--- src/rtl/hyper_mvblck_frdram.sv ---
// DRAM-to-LSAB block mover: fetches aligned word pairs from the MCU, trims to the
// requested window, buffers in a 4-deep FIFO and writes to the selected LSAB section.
module hyper_mvblck_frdram (
    input  logic        CLK,
    input  logic        RST,
    input  logic [8:0]  START_ADDRESS,
    input  logic [5:0]  COUNT_REQ,
    input  logic [1:0]  SECTION,
    input  logic [1:0]  DRAM_SEL,
    input  logic        ISSUE,
    input  logic        LSAB_0_FULL,
    input  logic        LSAB_1_FULL,
    input  logic        LSAB_2_FULL,
    input  logic        LSAB_3_FULL,
    output logic        LSAB_WRITE,
    output logic [1:0]  LSAB_SECTION,
    output logic [31:0] LSAB_DATA,
    output logic [8:0]  MCU_COLL_ADDRESS,
    output logic [1:0]  MCU_REQUEST_ACCESS,
    input  logic        MCU_DATA_VALID,
    input  logic [31:0] MCU_DATA,
    output logic [5:0]  COUNT_SENT,
    output logic        WORKING,
    output logic        DONE
);
    // state | meaning
    // IDLE  | waiting for ISSUE
    // FETCH | issuing pair requests as FIFO credit allows
    // DRAIN | all pairs requested, waiting for the last words to reach the LSAB
    // FIN   | one-cycle completion, DONE asserted
    typedef enum logic [1:0] {IDLE, FETCH, DRAIN, FIN} state_t;

    state_t      state;
    logic [7:0]  pair_addr;
    logic [5:0]  req_cnt;
    logic [5:0]  pairs_left;
    logic [5:0]  pushed_cnt;
    logic [5:0]  written_cnt;
    logic [1:0]  sel_q;
    logic        skip_first;
    logic [2:0]  occ;
    logic [2:0]  outstanding;
    logic [1:0]  wr_ptr;
    logic [1:0]  rd_ptr;
    logic        working_d1;
    logic [31:0] fifo_mem [4];

    logic [3:0]  full_vec;
    logic        pop;
    logic        rx;
    logic        push;
    logic [3:0]  used;
    logic        issue_req;
    logic [5:0]  pairs_init;

    assign full_vec   = {LSAB_3_FULL, LSAB_2_FULL, LSAB_1_FULL, LSAB_0_FULL};
    assign pop        = (occ != 3'd0) && !full_vec[LSAB_SECTION];
    assign LSAB_WRITE = pop;
    assign LSAB_DATA  = (occ != 3'd0) ? fifo_mem[rd_ptr] : 32'd0;

    // stray valids (no outstanding words) are dropped so the counter cannot underflow
    assign rx   = MCU_DATA_VALID && (state == FETCH || state == DRAIN) && (outstanding != 3'd0);
    assign push = rx && !skip_first && (pushed_cnt != req_cnt);

    // a request needs room for both words of the pair in the 4-entry FIFO
    assign used      = {1'b0, occ} + {1'b0, outstanding};
    assign issue_req = (state == FETCH) && (pairs_left != 6'd0) &&
                       (MCU_REQUEST_ACCESS == 2'b00) && (used <= 4'd2);

    // ceil((start[0] + count) / 2) without a wide adder
    assign pairs_init = {1'b0, COUNT_REQ[5:1]} + {5'd0, COUNT_REQ[0] | START_ADDRESS[0]};

    always_ff @(posedge CLK) begin
        if (push) fifo_mem[wr_ptr] <= MCU_DATA;
    end

    always_ff @(posedge CLK) begin
        if (RST) begin
            state              <= IDLE;
            pair_addr          <= 8'd0;
            req_cnt            <= 6'd0;
            pairs_left         <= 6'd0;
            pushed_cnt         <= 6'd0;
            written_cnt        <= 6'd0;
            sel_q              <= 2'd0;
            skip_first         <= 1'b0;
            occ                <= 3'd0;
            outstanding        <= 3'd0;
            wr_ptr             <= 2'd0;
            rd_ptr             <= 2'd0;
            working_d1         <= 1'b0;
            WORKING            <= 1'b0;
            DONE               <= 1'b0;
            COUNT_SENT         <= 6'd0;
            LSAB_SECTION       <= 2'd0;
            MCU_COLL_ADDRESS   <= 9'd0;
            MCU_REQUEST_ACCESS <= 2'd0;
        end else begin
            MCU_REQUEST_ACCESS <= 2'd0;
            DONE               <= 1'b0;
            working_d1         <= (state != IDLE);
            WORKING            <= working_d1;

            occ         <= occ + {2'b00, push} - {2'b00, pop};
            outstanding <= outstanding + (issue_req ? 3'd2 : 3'd0) - {2'b00, rx};
            if (rx) skip_first <= 1'b0;
            if (push) begin
                wr_ptr     <= wr_ptr + 2'd1;
                pushed_cnt <= pushed_cnt + 6'd1;
            end
            if (pop) begin
                rd_ptr      <= rd_ptr + 2'd1;
                written_cnt <= written_cnt + 6'd1;
            end

            case (state)
                IDLE: begin
                    if (ISSUE) begin
                        pair_addr    <= START_ADDRESS[8:1];
                        skip_first   <= START_ADDRESS[0];
                        req_cnt      <= COUNT_REQ;
                        LSAB_SECTION <= SECTION;
                        sel_q        <= DRAM_SEL;
                        pairs_left   <= pairs_init;
                        pushed_cnt   <= 6'd0;
                        written_cnt  <= 6'd0;
                        if (COUNT_REQ == 6'd0) begin
                            state      <= FIN;
                            DONE       <= 1'b1;
                            COUNT_SENT <= 6'd0;
                        end else begin
                            state <= FETCH;
                        end
                    end
                end
                FETCH: begin
                    if (issue_req) begin
                        MCU_REQUEST_ACCESS <= sel_q;
                        MCU_COLL_ADDRESS   <= {pair_addr, 1'b0};
                        pair_addr          <= pair_addr + 8'd1;
                        pairs_left         <= pairs_left - 6'd1;
                        if (pairs_left == 6'd1) state <= DRAIN;
                    end
                end
                DRAIN: begin
                    if (written_cnt == req_cnt && outstanding == 3'd0) begin
                        state      <= FIN;
                        DONE       <= 1'b1;
                        COUNT_SENT <= req_cnt;
                    end
                end
                default: state <= IDLE;
            endcase
        end
    end
endmodule

--- config.mk ---
export PLATFORM = sky130hd
export DESIGN_NAME = hyper_mvblck_frdram
export DESIGN_NICKNAME = d
export VERILOG_FILES = /design/src/rtl/hyper_mvblck_frdram.sv
export SDC_FILE = /design/constraint.sdc
export NUM_CORES = 1
export LEC_CHECK = 0
export BUFFER_PORTS_ARGS = -buffer_cell sky130_fd_sc_hd__clkbuf_2
export CAP_MARGIN = 20
export CELL_PAD_IN_SITES_DETAIL_PLACEMENT = 1
export CELL_PAD_IN_SITES_GLOBAL_PLACEMENT = 1
export CORE_MARGIN = 3
export CORE_UTILIZATION = 51
export CTS_CLUSTER_SIZE = 12
export DETAILED_ROUTE_END_ITERATION = 16
export PLACE_DENSITY = 0.9
export SLEW_MARGIN = 0
export SYNTH_ARGS = -nofsm -noshare
export SYNTH_HDL_FRONTEND = slang
export SYNTH_SLANG_ARGS = --single-unit
--- constraint.sdc ---
create_clock -name CLK -period 5.7 [get_ports CLK]
set_clock_uncertainty 0.05 [all_clocks]
set_input_delay 0.855 -clock CLK [delete_from_list [all_inputs] [get_ports CLK]]
set_output_delay 0.855 -clock CLK [all_outputs]
set_load 0.05 [all_outputs]
==> impl_metrics.toml <==
[sta]
slew_viol_final = 0
setup_violations = 0
worst_hold_slack_ns = 0.412
hold_viol_final = 0
finalWorstSetupSlack_ns = 1.55
slew_headroom_pct = 19.5
max_freq_ghz = 0.241
period_share_pct = 72.9
period_needed_ns = 4.15
tightestPinTransition_ns = 1.21
rsz0062_at_grt = "false"
setup-tns-final_ns = 0

[clocking]
cts_resized = 0
clk_pin_slew_ns = 0.08
ctsHoldBuffers = 0
cts_root_buf = "clkbuf_16"
cts_tree = "yes"
clock_path_buffers = 2
cts_sinks = 198
post_cts.repair.setup_buffers = 0
clkLatencyLatePin_ns = 0.43
htreeDepth = 4
numCtsBuffers = 17

[placed_design]
dp_slack_ns = 1.72
portBuffers = 111
placement.cell_area_um2 = 9200
hpwl_mm = 13.3
place_congestion = 0.885

[worst_hold_path]
min_path_type = "flip-flop to flip-flop"

[route]
via_per_inst = 5.70
wire_per_inst_um = 21.0
vias = 5522
wl_mm = 20.4
first_iter_violations = 335
ant_nets = 0
drc_errors = 0
drt_pass1_iterations = 4

[synth]
synth_warnings = 0
netlist_area_um2 = 8430
synth_flop_cell = "edfxtp_1"
synth-edff-count = 128
synth_seq_cells = 198
yosysSeqAreaShare_pct = 62.2
synth_nets = 718
synth_area_per_cell_um2 = 13.3
synth_cell_types = 53
synthArstFlopShare_pct = 0
syn-instance-count = 633

[power_and_ir_drop]
power.density_nw_per_um2 = 498
leakagePower_nw = 3.53
finalPower_mw = 4.90
ir_drop_v = 0.000257

[floorplanning]
die_y_um = 135
start_util_pct = 52.5
floorplan.rows = 46
boundaryPins = 113
core_area_um2 = 16100
dieArea_um2 = 18100
die_w_um = 135

[global_route]
grt_pass1_wl_mm = 32.4
grtUsageTotal_pct = 23.1
grt-ovfl-total = 0
grt_max_degree = 58
grt_pass1_vias = 5979
antenna_found_initial = 0

[worst_setup_path]
worstSetupPathType = "flip-flop to flip-flop"
critPathArrivalTime_ns = 4.48
start_kind = "flip-flop"
cp-end-kind = "flip-flop"
path_max_fanout = 22
cp.required_ns = 6.03

[layout]
area_delta_synth_final_pct = 16.7
fill_cells = 1620
antennaDiodeCount = 0
drive_above_1_share_pct = 26.2
final_area_um2 = 9840
final_nets = 824
mostFrequentLayoutCells = "edfxtp_1 (128), clkbuf_2 (111), dfxtp_1 (69)"
layout_commonest_cell = "edfxtp_1"

[run]
drv_cap = 0

[run_status]
run_status = "completed"
-- final timing paths --
check | startpoint | endpoint | slack [ns] | depth (start not counted)
worst max-delay path | state[1]$_SDFFE_PP0P_ | pair_addr[5]$_SDFFE_PP0P_ | 1.55 | 6
worst min register to register | sel_q[0]$_SDFFE_PP0P_ | sel_q[0]$_SDFFE_PP0P_ | 0.41 | 2
worst max register to register | state[1]$_SDFFE_PP0P_ | pair_addr[5]$_SDFFE_PP0P_ | 1.55 | 6
worst min-delay path | sel_q[0]$_SDFFE_PP0P_ | sel_q[0]$_SDFFE_PP0P_ | 0.41 | 2
-- worst max-delay path, stage by stage, from the launching register on --
cell	delay, ns
dfxtp_1	0.35
inv_1	0.09
ha_1	0.67
clkinv_1	0.70
a22oi_1	1.12
or2_0	0.79
o221a_2	0.32
-- registers in the layout, summed over array words and instances, names as in the netlist, named ones only --
register and flops:
COUNT_SENT 6, DONE 1, LSAB_SECTION 2, MCU_COLL_ADDRESS 8, MCU_REQUEST_ACCESS 2, WORKING 1
fifo_mem 128, occ 3, outstanding 3, pair_addr 8, pairs_left 6, pushed_cnt 6
rd_ptr 2, req_cnt 6, sel_q 2, skip_first 1, state 2, working_d1 1
wr_ptr 2, written_cnt 6
-- metal layers --
layer	vias up	share of wire (%)	GRT usage, %
li1	2547	-	-
met1	2750	41	28.5
met2	199	52	41.5
met3	26	5.6	4.88
met4	0	1.5	6.39
met5	-	0	0
-- kinds of logic (layout without fill, tap and decap cells) --
kind of cell	Yosys count	after routing	synth area share, %
flip-flops	198	198	62.2
AND/OR/NAND/NOR	188	188	11.0
AO/OA/AOI/OAI	93	93	7.39
buffers and inverters	60	179	2.83
multiplexers	38	38	9.41
XOR/XNOR	29	29	3.01
adder cells (fa/ha/maj)	26	26	4.04
other	1	1	0.0445
-- final cells by class --
cell class,instances,area [um^2],area share [%]
inverter,28,105,1.07
timing repair buffer,119,653,6.64
sequential,198,5250,53.3
clock inverter,15,155,1.58
clock buffer,17,425,4.33
multi-input combinational,375,2980,30.3
tap,216,270,2.75
-- synth_stat cells, drive strengths merged, types with 3 or more instances --
master	n	share of area [%]
a211oi	6	0.53
a21oi	33	2.0
a22oi	3	0.27
buf	9	0.56
clkbuf	23	1.0
dfxtp	70	17
edfxtp	128	46
ha	24	3.6
inv	27	1.2
mux2i	5	0.59
mux4	33	8.8
nand2	60	2.7
nand3	17	1.0
nand4	5	0.37
nor2	42	1.9
nor2b	39	2.9
nor3	8	0.48
o211ai	8	0.71
o21ai	15	0.89
o311ai	4	0.42
o31ai	5	0.45
o32ai	3	0.31
o41ai	3	0.31
or3	3	0.22
xnor2	20	2.1
xor2	9	0.94
-- where the power goes --
part	total (mW)	internal, mW	switching, mW
sequential	1.77	1.65	0.123
clock	1.19	0.623	0.564
combinational	1.94	0.609	1.33
-- stage by stage --
| step | cells | util, % |
|---|---|---|
| 3_3_place_gp | 933 | 57.3 |
| 4_1_cts | 965 | 60.9 |
| 3_5_place_dp | 933 | 57.3 |
| 6_report | 968 | 61.3 |
| 5_1_grt | 968 | 61.3 |
| 2_1_floorplan | 633 | - |
Power figures use the tool's default switching activity.
